File: config.mk
export PLATFORM = sky130hd
export DESIGN_NAME = bcd_rip_cntr_sync_tally
export DESIGN_NICKNAME = d
export VERILOG_FILES = /design/src/rtl/bcd_tally_pkg.sv /design/src/rtl/sync_stable_filter.sv /design/src/rtl/bcd_rip_cntr_sync_tally.sv
export SDC_FILE = /design/constraint.sdc
export NUM_CORES = 1
export LEC_CHECK = 0
export ABC_AREA = 1
export BUFFER_PORTS_ARGS = -buffer_cell sky130_fd_sc_hd__buf_2
export CAP_MARGIN = 40
export CORE_UTILIZATION = 60
export DETAILED_ROUTE_END_ITERATION = 12
export GPL_TIMING_DRIVEN = 0
export PLACE_DENSITY = 0.79
export REMOVE_ABC_BUFFERS = 1
export SYNTH_ARGS = -nofsm -noshare
export SYNTH_HDL_FRONTEND = slang
export SYNTH_SLANG_ARGS = --single-unit
File: constraint.sdc
create_clock -name clk -period 4.87 [get_ports clk]
set_clock_uncertainty 0.1 [all_clocks]
set_input_delay 0.2435 -clock clk [delete_from_list [all_inputs] [get_ports clk]]
set_output_delay 0.2435 -clock clk [all_outputs]
set_load 0.05 [all_outputs]
File: src/rtl/bcd_tally_pkg.sv
// Shared BCD constants and the single-digit increment used by the tally carry chain.
package bcd_tally_pkg;

  localparam int BCD_W = 4;
  localparam logic [BCD_W-1:0] BCD_MAX = 4'd9;

  // Returns {carry_out, next_digit}; a set carry on digit 9 wraps it to 0.
  function automatic logic [BCD_W:0] bcd_inc(input logic [BCD_W-1:0] digit, input logic cin);
    logic [BCD_W:0] r;
    if (!cin) begin
      r = {1'b0, digit};
    end else if (digit >= BCD_MAX) begin
      r = {1'b1, {BCD_W{1'b0}}};
    end else begin
      r = {1'b0, digit + 4'd1};
    end
    return r;
  endfunction

endpackage

File: src/rtl/sync_stable_filter.sv
// Brings the asynchronous ripple count into clk and reports a value once it has
// been seen unchanged on enough consecutive edges.
module sync_stable_filter
  import bcd_tally_pkg::*;
#(
  parameter int SYNC_STAGES   = 2,
  parameter int STABLE_CYCLES = 4,
  parameter int W             = BCD_W
) (
  input  logic         clk,
  input  logic         rst,
  input  logic [W-1:0] din,
  output logic [W-1:0] cand,
  output logic         accept_pulse
);

  localparam int RUN_W = $clog2(STABLE_CYCLES + 1);
  localparam logic [RUN_W-1:0] RUN_MAX = RUN_W'(STABLE_CYCLES);
  localparam logic [RUN_W-1:0] RUN_ACC = RUN_W'(STABLE_CYCLES - 1);

  logic [W-1:0]     sync_q [SYNC_STAGES];
  logic [W-1:0]     sync_d [SYNC_STAGES];
  logic [W-1:0]     s;
  logic [W-1:0]     cand_q, cand_d;
  logic [RUN_W-1:0] run_q, run_d;

  always_comb begin
    sync_d[0] = din;
    for (int k = 1; k < SYNC_STAGES; k++) begin
      sync_d[k] = sync_q[k-1];
    end
  end

  assign s = sync_q[SYNC_STAGES-1];

  // Saturating run length so a held value fires exactly once.
  always_comb begin
    cand_d = cand_q;
    run_d  = run_q;
    if (s != cand_q) begin
      cand_d = s;
      run_d  = RUN_W'(1);
    end else if (run_q != RUN_MAX) begin
      run_d = run_q + RUN_W'(1);
    end
  end

  always_ff @(posedge clk or posedge rst) begin
    if (rst) begin
      for (int k = 0; k < SYNC_STAGES; k++) begin
        sync_q[k] <= '0;
      end
      cand_q <= '0;
      run_q  <= '0;
    end else begin
      sync_q <= sync_d;
      cand_q <= cand_d;
      run_q  <= run_d;
    end
  end

  assign cand         = cand_q;
  assign accept_pulse = (s == cand_q) && (run_q == RUN_ACC);

endmodule

File: src/rtl/bcd_rip_cntr_sync_tally.sv
// Extends a filtered single-decade ripple count into a multi-digit BCD tally,
// with an update strobe and sticky overflow / illegal-code flags.
module bcd_rip_cntr_sync_tally
  import bcd_tally_pkg::*;
#(
  parameter int SYNC_STAGES   = 2,
  parameter int STABLE_CYCLES = 4,
  parameter int NUM_DIGITS    = 4
) (
  input  logic                        clk,
  input  logic                        rst,
  input  logic [BCD_W-1:0]            count_in,
  input  logic                        clr,
  output logic [BCD_W*NUM_DIGITS-1:0] tally,
  output logic                        upd,
  output logic                        ovf,
  output logic                        bcd_err
);

  localparam int TALLY_W = BCD_W * NUM_DIGITS;
  localparam int UP_W    = BCD_W * (NUM_DIGITS - 1);

  logic [BCD_W-1:0]   cand;
  logic               accept_pulse;
  logic [BCD_W-1:0]   acc_q, acc_d;
  logic [TALLY_W-1:0] tally_q, tally_d;
  logic               upd_q, upd_d;
  logic               ovf_q, ovf_d;
  logic               err_q, err_d;
  logic               take, legal, wrap, top_cout;
  logic [UP_W-1:0]    upper_nxt;

  sync_stable_filter #(
    .SYNC_STAGES  (SYNC_STAGES),
    .STABLE_CYCLES(STABLE_CYCLES),
    .W            (BCD_W)
  ) u_filter (
    .clk         (clk),
    .rst         (rst),
    .din         (count_in),
    .cand        (cand),
    .accept_pulse(accept_pulse)
  );

  assign take  = accept_pulse && (cand != acc_q);
  assign legal = (cand <= BCD_MAX);
  // A smaller accepted value means the decade rolled over (possibly after missed counts).
  assign wrap  = take && legal && (cand < acc_q);

  for (genvar i = 1; i < NUM_DIGITS; i++) begin : g_dig
    logic             cin;
    logic             cout;
    logic [BCD_W-1:0] nxt;
    if (i == 1) begin : g_first
      assign cin = wrap;
    end else begin : g_rest
      assign cin = g_dig[i-1].cout;
    end
    assign {cout, nxt} = bcd_inc(tally_q[BCD_W*i +: BCD_W], cin);
    assign upper_nxt[BCD_W*(i-1) +: BCD_W] = nxt;
  end

  assign top_cout = g_dig[NUM_DIGITS-1].cout;

  always_comb begin
    tally_d = tally_q;
    acc_d   = acc_q;
    upd_d   = 1'b0;
    ovf_d   = ovf_q;
    err_d   = err_q;
    if (take) begin
      if (legal) begin
        acc_d                = cand;
        tally_d[BCD_W-1:0]   = cand;
        upd_d                = 1'b1;
        if (wrap) begin
          tally_d[TALLY_W-1:BCD_W] = upper_nxt;
          if (top_cout) begin
            ovf_d = 1'b1;
          end
        end
      end else begin
        err_d = 1'b1;
      end
    end
    // Clear wins over a same-edge carry; the ones digit still tracks the count.
    if (clr) begin
      tally_d[TALLY_W-1:BCD_W] = '0;
      ovf_d                    = 1'b0;
      err_d                    = 1'b0;
    end
  end

  always_ff @(posedge clk or posedge rst) begin
    if (rst) begin
      acc_q   <= '0;
      tally_q <= '0;
      upd_q   <= 1'b0;
      ovf_q   <= 1'b0;
      err_q   <= 1'b0;
    end else begin
      acc_q   <= acc_d;
      tally_q <= tally_d;
      upd_q   <= upd_d;
      ovf_q   <= ovf_d;
      err_q   <= err_d;
    end
  end

  assign tally   = tally_q;
  assign upd     = upd_q;
  assign ovf     = ovf_q;
  assign bcd_err = err_q;

endmodule
==> results of run 1 <==
## cells in the mapped netlist, drive strengths merged
master	n	area (µm²)
a21oi	5	25.0
a31oi	1	6.26
clkbuf	3	11.3
clkinv	1	3.75
dfrtp	34	851
dlygate4sd1	1	8.76
ha	16	200
inv	34	128
nand2	37	154
nand3	16	97.6
nand3b	1	7.51
nand4	8	65.1
nor2	20	135
nor3	1	5.00
o21ai	7	35.0
o22ai	2	12.5
o31a	1	8.76
or2	1	6.26
xnor2	2	17.5
xor2	4	35.0
## through the flow
stage	util, %	power (µW)	worst slack (ps)
after floorplan	-	372	2730
after global placement	69.8	388	2930
after detailed placement	70.7	396	2880
after CTS	75.5	608	2860
after global routing	75.5	626	2690
final	75.5	600	2860
## where the power goes
part	leakage, µW	total [µW]	internal, µW	switching [µW]
registers	0.000440	302	294	8.09
logic	0.000655	90.3	27.7	62.6
clock network	0.0000374	208	108	100
## sequential cells by signal, summed over array words and instances (netlist names)
signal and count:
bcd_err 1, ovf 1, tally 16, u_filter.cand 4, u_filter.run_q 3, u_filter.s 4
u_filter.sync_d 4, upd 1
## worst max-delay path: cells and delay by family (launching register included)
kind | cells | cell delay (ps)
simple gates | 8 | 1050
flops | 1 | 440
fa+ha+maj | 1 | 310
## layout make-up
class	instances	area [µm²]	area share [%]
inverter	35	131	6.21
sequential	34	851	40.2
tap	31	38.8	1.83
clock inverter	3	45.0	2.13
timing repair buffer	31	203	9.57
clock buffer	5	37.5	1.77
multi-input combinational	122	811	38.3
## path summary, 6_finish.rpt
kind | from | end | cells after the start
min reg2reg | u_filter.sync_d[2]$_DFF_PP0_ | u_filter.s[2]$_DFF_PP0_ | 0
max reg2reg | u_filter.cand[3]$_DFFE_PP0P_ | tally[13]$_DFFE_PP0P_ | 9
min in group asynchronous | rst | u_filter.sync_d[3]$_DFF_PP0_ | 3
max | u_filter.cand[3]$_DFFE_PP0P_ | tally[13]$_DFFE_PP0P_ | 9
min | clr | ovf$_DFFE_PP0P_ | 2
max in group asynchronous | rst | u_filter.run_q[0]$_DFFE_PP0P_ | 4
## cells by family (layout without fill, tap and decap cells)
logic type      count (synthesis)  count (layout)  synth area share, %
buf+inv                        39              74                 8.35
flops                          34              34                 46.9
simple gates                   84              84                 25.9
fa+ha+maj                      16              16                 11.0
xor+xnor                        6               6                 2.90
compound gates                 16              16                 4.83
## metal layers
layer	share of wire (%)	up-vias	GRT usage, %
li1	-	684	-
met1	43	634	24.8
met2	52	22	40.3
met3	3.2	7	6.58
met4	1.9	0	10.1
met5	0	-	0
==> impl_metrics.env, run 1 <==
export IMPL_violations="DRC"
export IMPL_layoutNonFillerInstCount=261
export IMPL_cts_buffers=5
export IMPL_cts_resized=0
export IMPL_clock_latency_ps=340
export IMPL_grt_pass1_vias=1364
export IMPL_hold_viol=0
export IMPL_drv_cap=0
export IMPL_avgSynthCellArea_um2=9.30
export IMPL_clk_pin_slew_worst_paths_ps=110
export IMPL_path_class="register to register"
export IMPL_hold_class="input port to register"
export IMPL_setup_tns_ps=0
export IMPL_hold_ws_ps=64.2
export IMPL_ys_ff_latch=34
export IMPL_post_route_cell_area_um2=2120
export IMPL_start_kind="register"
export IMPL_p_leak_uw=0.00113
export IMPL_ys_types=30
export IMPL_crit_required_ps=5010
export IMPL_grt_pass1_wl_um=5490
export IMPL_hold_buffers=5
export IMPL_fin_crit_sh_pct=41.2
export IMPL_rsz0062_at_grt="false"
export IMPL_layout_drive_gt1_share_pct=22.2
export IMPL_layout_commonest_cell="dfrtp_1"
export IMPL_fmax_mhz=498
export IMPL_postCtsSetupRepairBufs=0
export IMPL_grt_use_total_pct=22.6
export IMPL_dr_total_vias=1347
export IMPL_fin_crit_ps=2010
export IMPL_num_rows=19
export IMPL_ir_drop_mv=0.191
export IMPL_fin_nets=252
export IMPL_dp_hpwl_um=2390
export IMPL_cts_tree="built"
export IMPL_initialDrtViolationCount=46
export IMPL_core_um2=2810
export IMPL_syn_to_final_growth_pct=16.8
export IMPL_critPathMostFrequentCell="nand2_1"
export IMPL_firstDrtPassIters=8
export IMPL_yosysSeqAreaShare_pct=46.9
export IMPL_die_height_um=57.0
export IMPL_worstSetupEndpointType="register"
export IMPL_crit_path_top_delay_cell="dfrtp_1"
export IMPL_arrival_ps=2140
export IMPL_routed_wirelength_um=3230
export IMPL_routabilityCongestion=0.820
export IMPL_worst_pin_slew_ps=787
export IMPL_viasPerCell=5.16
export IMPL_cts_max_path_buffers=2
export IMPL_synth_area_um2=1810
export IMPL_die_area_um2=3250
export IMPL_wire_per_inst_um=12.4
export IMPL_cp_max_fo=9
export IMPL_detail_route_antenna_nets=0
export IMPL_clock_sinks=34
export IMPL_grt_overflow=0
export IMPL_io_pins=26
export IMPL_synth_cells=195
export IMPL_dpl_cell_area_um2=1980
export IMPL_dp_cells=248
export IMPL_setup_viol=0
export IMPL_antenna_found_initial=0
export IMPL_grt_max_degree=19
export IMPL_rrSetupSlack_ps=2860
export IMPL_n_antenna_cell=0
export IMPL_cts_htree_levels=2
export IMPL_root_buffer="clkbuf_4"
export IMPL_die_x_um=57.0
export IMPL_ys_warnings_count=0
export IMPL_p_per_area_nw_per_um2=284
export IMPL_fillCellCount=220
export IMPL_port_buffers=25
export IMPL_status="complete, but fails checks"
export IMPL_cpPeakStageDelay_ps=440
export IMPL_start_util_pct=64.6
export IMPL_route_detailed_drc=4
export IMPL_layout_cells_most_common_list="34 x dfrtp_1, 33 x nand2_1, 32 x inv_1"
export IMPL_slew_violations=0
export IMPL_crit_chain="ha_1 > nand2_1 > nor2_1 > nor2_2 > nand4_4 > nor2_4 > nand3_2 > nand3_1 > nand2_1"
export IMPL_max_slew_margin_pct=47.5
(Power assumes the default switching activity.)
==> run 2: changes to the inputs <==
CORE_UTILIZATION = 56   (was 60)
PLACE_DENSITY = 0.74   (was 0.79)
clock period = 1.9 ns   (was 4.87 ns; I/O delays follow)
==> run 2 against run 1 <==
Compared with the run above: the run ends with setup timing left; global-route usage increased by 2.2 points; non-clock buffer count increased by 15; routed wire length grew 17%; largest cell class is now multi-input combinational cells; clock-buffer cell count up 1; critical path depth rose by 1; total power up 140%; clock power increased by 87%.
==> impl_metrics.env, run 2 (same netlist as run 1, synthesis figures left out) <==
export IMPL_crit_required_ps=2020
export IMPL_endpoint="tally[13]$_DFFE_PP0P_"
export IMPL_wire_per_inst_um=13.1
export IMPL_clock_latency_ps=340
export IMPL_clock_sinks=34
export IMPL_n_antenna_cell=0
export IMPL_drv_cap=0
export IMPL_setup_ws_ps=-4.16
export IMPL_cpPeakStageDelay_ps=400
export IMPL_p_per_area_nw_per_um2=629
export IMPL_hold_ws_ps=248
export IMPL_grt_use_total_pct=24.8
export IMPL_cts_buffers=5
export IMPL_crit_path_top_delay_cell="dfrtp_1"
export IMPL_detail_route_antenna_nets=0
export IMPL_arrival_ps=2030
export IMPL_clk_pin_slew_worst_paths_ps=100
export IMPL_use_met2_pct=43.5
export IMPL_min_delay_start="u_filter.sync_d[0]$_DFF_PP0_"
export IMPL_r2r_start="u_filter.cand[0]$_DFFE_PP0P_"
export IMPL_reg2reg_to="tally[13]$_DFFE_PP0P_"
export IMPL_cts_htree_levels=2
export IMPL_worst_pin_slew_ps=717
export IMPL_initialDrtViolationCount=55
export IMPL_core_um2=3050
export IMPL_hold_class="register to register"
export IMPL_post_route_cell_area_um2=2310
export IMPL_rsz0062_at_grt="true"
export IMPL_die_height_um=58.9
export IMPL_grt_overflow=0
export IMPL_max_slew_margin_pct=52.2
export IMPL_layout_drive_gt1_share_pct=31.1
export IMPL_cts_tree="built"
export IMPL_die_x_um=58.9
export IMPL_hold_viol=0
export IMPL_dp_hpwl_um=2420
export IMPL_violations="setup timing"
export IMPL_dpl_cell_area_um2=2000
export IMPL_firstDrtPassIters=4
export IMPL_crit_chain="inv_2 > ha_4 > nand2_1 > nor2_1 > nor2_2 > nand4_4 > nor2_4 > nand3_4 > nand3_1 > nand2_1"
export IMPL_seq_area_um2=851
export IMPL_start_util_pct=59.4
export IMPL_start_kind="register"
export IMPL_route_detailed_drc=0
export IMPL_io_pins=26
export IMPL_dr_total_vias=1455
export IMPL_cts_max_path_buffers=2
export IMPL_setup_viol=1
export IMPL_ir_drop_mv=0.470
export IMPL_syn_to_final_growth_pct=27.7
export IMPL_status="complete, but fails checks"
export IMPL_rrSetupSlack_ps=-4
export IMPL_p_leak_uw=0.00120
export IMPL_startpoint="u_filter.cand[0]$_DFFE_PP0P_"
export IMPL_ff2ff_path_depth=10
export IMPL_fin_crit_sh_pct=100
export IMPL_num_rows=20
export IMPL_multi_input_area_um2=901
export IMPL_routabilityCongestion=0.807
export IMPL_worstSetupEndpointType="register"
export IMPL_post_route_util_pct=75.8
export IMPL_layout_cells_most_common_list="34 x dfrtp_1, 31 x nand2_1, 30 x inv_1"
export IMPL_grt_use_met1_pct=28.2
export IMPL_use_met3_pct=6.59
export IMPL_path_class="register to register"
export IMPL_grt_max_degree=19
export IMPL_grt_pass1_vias=1392
export IMPL_fin_nets=268
export IMPL_grt_busiest_layer="met2"
export IMPL_cp_max_fo=5
export IMPL_grt_pass1_wl_um=6180
export IMPL_die_area_um2=3470
export IMPL_critPathMostFrequentCell="nand2_1"
export IMPL_fin_crit_ps=1900
export IMPL_port_buffers=25
export IMPL_layoutNonFillerInstCount=288
export IMPL_root_buffer="clkbuf_4"
export IMPL_slew_violations=0
export IMPL_viasPerCell=5.05
export IMPL_fmax_mhz=525
export IMPL_largest_reg_flops=16
export IMPL_antenna_found_initial=0
export IMPL_layout_commonest_cell="dfrtp_1"
export IMPL_routed_wirelength_um=3770
export IMPL_dp_cells=261
export IMPL_fillCellCount=216
## run 2: changes by cell type in the layout (fill, tap and decap cells not counted), sizes merged
cell,before,now
buf,26,40
nor2,20,21
dlygate4sd3,5,6
clkinvlp,2,0
clkbuf,5,6
bufinv,1,0
## run 2: metal layers
layer | share of wire [%] | vias to the layer above
li1 | - | 715
met1 | 41 | 688
met2 | 52 | 42
met3 | 4.7 | 10
met4 | 1.8 | 0
met5 | 0 | -
## run 2: stage by stage
stage          setup WS (ps)  total power (µW)  TNS, ps
6_report               -4.16              1460    -4.16
5_1_grt                 -155              1530    -1590
4_1_cts                -34.3              1450     -120
3_5_place_dp           -70.0              1010     -442
3_3_place_gp           -41.4               995     -149
2_1_floorplan           -238               953    -2570
## run 2: area by class of cell
type / instances / share of cell area [%]
well taps: 44 / 2.38
inverters: 35 / 5.68
repair buffers: 46 / 14.1
clock buffers: 6 / 2.22
flip-flops and latches: 34 / 36.8
multi-input cells: 123 / 38.9
## run 2: what timing repair did
item / in CTS / in global routing
buffers inserted: 11 / 4
hold buffers: 6 / 0
gates cloned: 1 / 0
endpoints found under the hold margin: 22 / 0
pin swaps: 12 / 10
endpoints found under the setup margin: 10 / 16
resized for setup: 5 / 14
## run 2: report_power, final
part / internal, µW / switching, µW / leakage, µW
clock network: 167 / 222 / 0.0000302
registers: 753 / 22.9 / 0.000440
logic: 109 / 182 / 0.000734
## run 2: worst max-delay path: cells and delay by family, from the launching register on
family / cells / cell delay, ps
DFF: 1 / 400
buffers and inverters: 1 / 100
and+or+nand+nor: 8 / 990
adders and majority gates: 1 / 200
## run 2: worst min-delay path by stage
stage	endpoint	cells after the start
6_report	u_filter.s[0]$_DFF_PP0_	0
3_3_place_gp	u_filter.sync_d[0]$_DFF_PP0_	1
5_1_grt	u_filter.s[1]$_DFF_PP0_	0
2_1_floorplan	u_filter.sync_d[0]$_DFF_PP0_	0
4_1_cts	u_filter.s[1]$_DFF_PP0_	0
3_5_place_dp	u_filter.sync_d[0]$_DFF_PP0_	1
==> run 3: changes to the inputs <==
MAX_ROUTING_LAYER = met4   (was not set)
SETUP_SLACK_MARGIN = 0.1   (was not set)
==> run 3 against run 2 <==
Compared with the run above: the flow still finishes with violations (setup timing); sequential power hardly changed; clock-buffer cell count stayed put; non-clock buffer count increased by 2; combinational power is 5% higher; first-iteration DRC count up 60%; fmax decreased by 5.5%; critical path depth down 1; clock power is essentially flat; cell count up 0.69%; sequential share of layout area down 0.51 points; highest routed layer unchanged.
==> impl_metrics.env, run 3 (same netlist as run 1, synthesis figures left out) <==
export IMPL_grt_pass1_wl_um=6510
export IMPL_grt_use_total_pct=27.0
export IMPL_cts_tree="built"
export IMPL_status="complete, but fails checks"
export IMPL_antenna_found_initial=0
export IMPL_place_ws_ps=-70.0
export IMPL_dp_cells=261
export IMPL_die_height_um=58.9
export IMPL_slew_violations=0
export IMPL_largest_reg_flops=16
export IMPL_grt_max_degree=19
export IMPL_ir_drop_mv=0.472
export IMPL_arrival_ps=2150
export IMPL_grt_pass1_vias=1435
export IMPL_cts_max_path_buffers=2
export IMPL_cts_htree_levels=2
export IMPL_fmax_mhz=496
export IMPL_power_frac_comb_pct=20.8
export IMPL_pwr_share_seq_pct=52.8
export IMPL_die_x_um=58.9
export IMPL_viasPerCell=5.14
export IMPL_initialDrtViolationCount=88
export IMPL_p_leak_uw=0.00122
export IMPL_max_slew_margin_pct=52.2
export IMPL_fillCellCount=220
export IMPL_clockPowerShare_pct=26.4
export IMPL_firstDrtPassIters=4
export IMPL_drv_cap=0
export IMPL_worst_pin_slew_ps=716
export IMPL_routabilityCongestion=0.819
export IMPL_dr_total_vias=1490
export IMPL_num_rows=20
export IMPL_worstSetupEndpointType="register"
export IMPL_port_buffers=25
export IMPL_n_antenna_cell=0
export IMPL_setup_viol=15
export IMPL_fin_crit_ps=2010
export IMPL_cp_max_fo=5
export IMPL_dp_hpwl_um=2420
export IMPL_rsz0062_at_grt="true"
export IMPL_route_detailed_drc=0
export IMPL_core_um2=3050
export IMPL_setup_tns_ps=-1120
export IMPL_hold_viol=0
export IMPL_layoutNonFillerInstCount=290
export IMPL_clk_pin_slew_worst_paths_ps=90
export IMPL_crit_required_ps=2030
export IMPL_layout_drive_gt1_share_pct=33.3
export IMPL_wire_per_inst_um=13.9
export IMPL_path_class="register to register"
export IMPL_total_power_uw=1470
export IMPL_cts_buffers=5
export IMPL_io_pins=26
export IMPL_p_per_area_nw_per_um2=626
export IMPL_fin_crit_sh_pct=106
export IMPL_power_switching_uw=433
export IMPL_fin_nets=270
export IMPL_syn_to_final_growth_pct=29.5
export IMPL_detail_route_antenna_nets=0
export IMPL_layout_commonest_cell="dfrtp_1"
export IMPL_violations="setup timing"
export IMPL_grt_overflow=0
export IMPL_start_kind="register"
export IMPL_hold_class="register to register"
export IMPL_start_util_pct=59.4
export IMPL_root_buffer="clkbuf_4"
export IMPL_clock_latency_ps=330
export IMPL_routed_wirelength_um=4020
export IMPL_power_internal_uw=1040
export IMPL_hold_ws_ps=254
export IMPL_clock_sinks=34
export IMPL_setup_ws_ps=-115
export IMPL_power_share_switching_pct=29.5
export IMPL_layout_cells_most_common_list="34 x dfrtp_1, 30 x inv_1, 30 x nand2_1"
export IMPL_die_area_um2=3470
## run 3: path summary, 6_finish.rpt
| kind | startpoint | endpoint | slack [ps] | cells after the start |
|---|---|---|---|---|
| worst max-delay path | u_filter.cand[2]$_DFFE_PP0P_ | tally[14]$_DFFE_PP0P_ | -110 | 9 |
| worst min-delay path | u_filter.sync_d[0]$_DFF_PP0_ | u_filter.s[0]$_DFF_PP0_ | 250 | 0 |
| worst max register to register | u_filter.cand[2]$_DFFE_PP0P_ | tally[14]$_DFFE_PP0P_ | -110 | 9 |
| worst min register to register | u_filter.sync_d[0]$_DFF_PP0_ | u_filter.s[0]$_DFF_PP0_ | 250 | 0 |
| max in group asynchronous | rst | u_filter.cand[2]$_DFFE_PP0P_ | 860 | 4 |
| min in group asynchronous | rst | u_filter.s[0]$_DFF_PP0_ | 310 | 3 |
## run 3: critical path, cell delays in order, from the launching register on
cell     delay [ps]
dfrtp_1         400
ha_1            300
nand2_1         100
nor2_1           70
nor2_2          230
nand4_4         200
nor2_4          210
nand3_4         130
nand3_1         100
nand2_1          60
## run 3: final cells by class
type / count / area [µm²] / area share, %
clock buffers: 6 / 51.3 / 2.19
inverters: 35 / 131 / 5.60
multi-input cells: 123 / 911 / 38.8
flip-flops and latches: 34 / 851 / 36.2
well taps: 44 / 55.1 / 2.35
repair buffers: 48 / 348 / 14.8
## run 3: through the flow
step,util [%],instance area [µm²]
after global placement,64.6,1970
after global routing,76.9,2350
after CTS,73.6,2250
after detailed placement,65.5,2000
after floorplan,-,1790
final,76.9,2350
## run 3: power groups by stage
stage / logic (µW) / registers, µW / clock network (µW)
after floorplan: 116 / 837 / 0
after global placement: 208 / 787 / 0
after detailed placement: 222 / 791 / 0
after CTS: 276 / 774 / 401
after global routing: 333 / 780 / 427
final: 306 / 775 / 388
## run 3: repair_timing
item                                   4_1_cts  5_1_grt
pin swaps                                   12       14
setup buffers                               11        5
gates cloned                                 1        0
setup endpoints to repair                   13       17
endpoints found under the hold margin       22        0
hold buffers                                 6        0
gates resized for setup                      9       19
## run 3: per-layer routing
layer	up-vias	share of wire (%)	wire (µm)	global-route usage, %
met4	0	3.2	129	14.3
met5	-	0	0	-
met3	15	4.3	171	7.47
li1	718	-	-	-
met1	715	42	1680	30.3
met2	42	51	2040	43.7
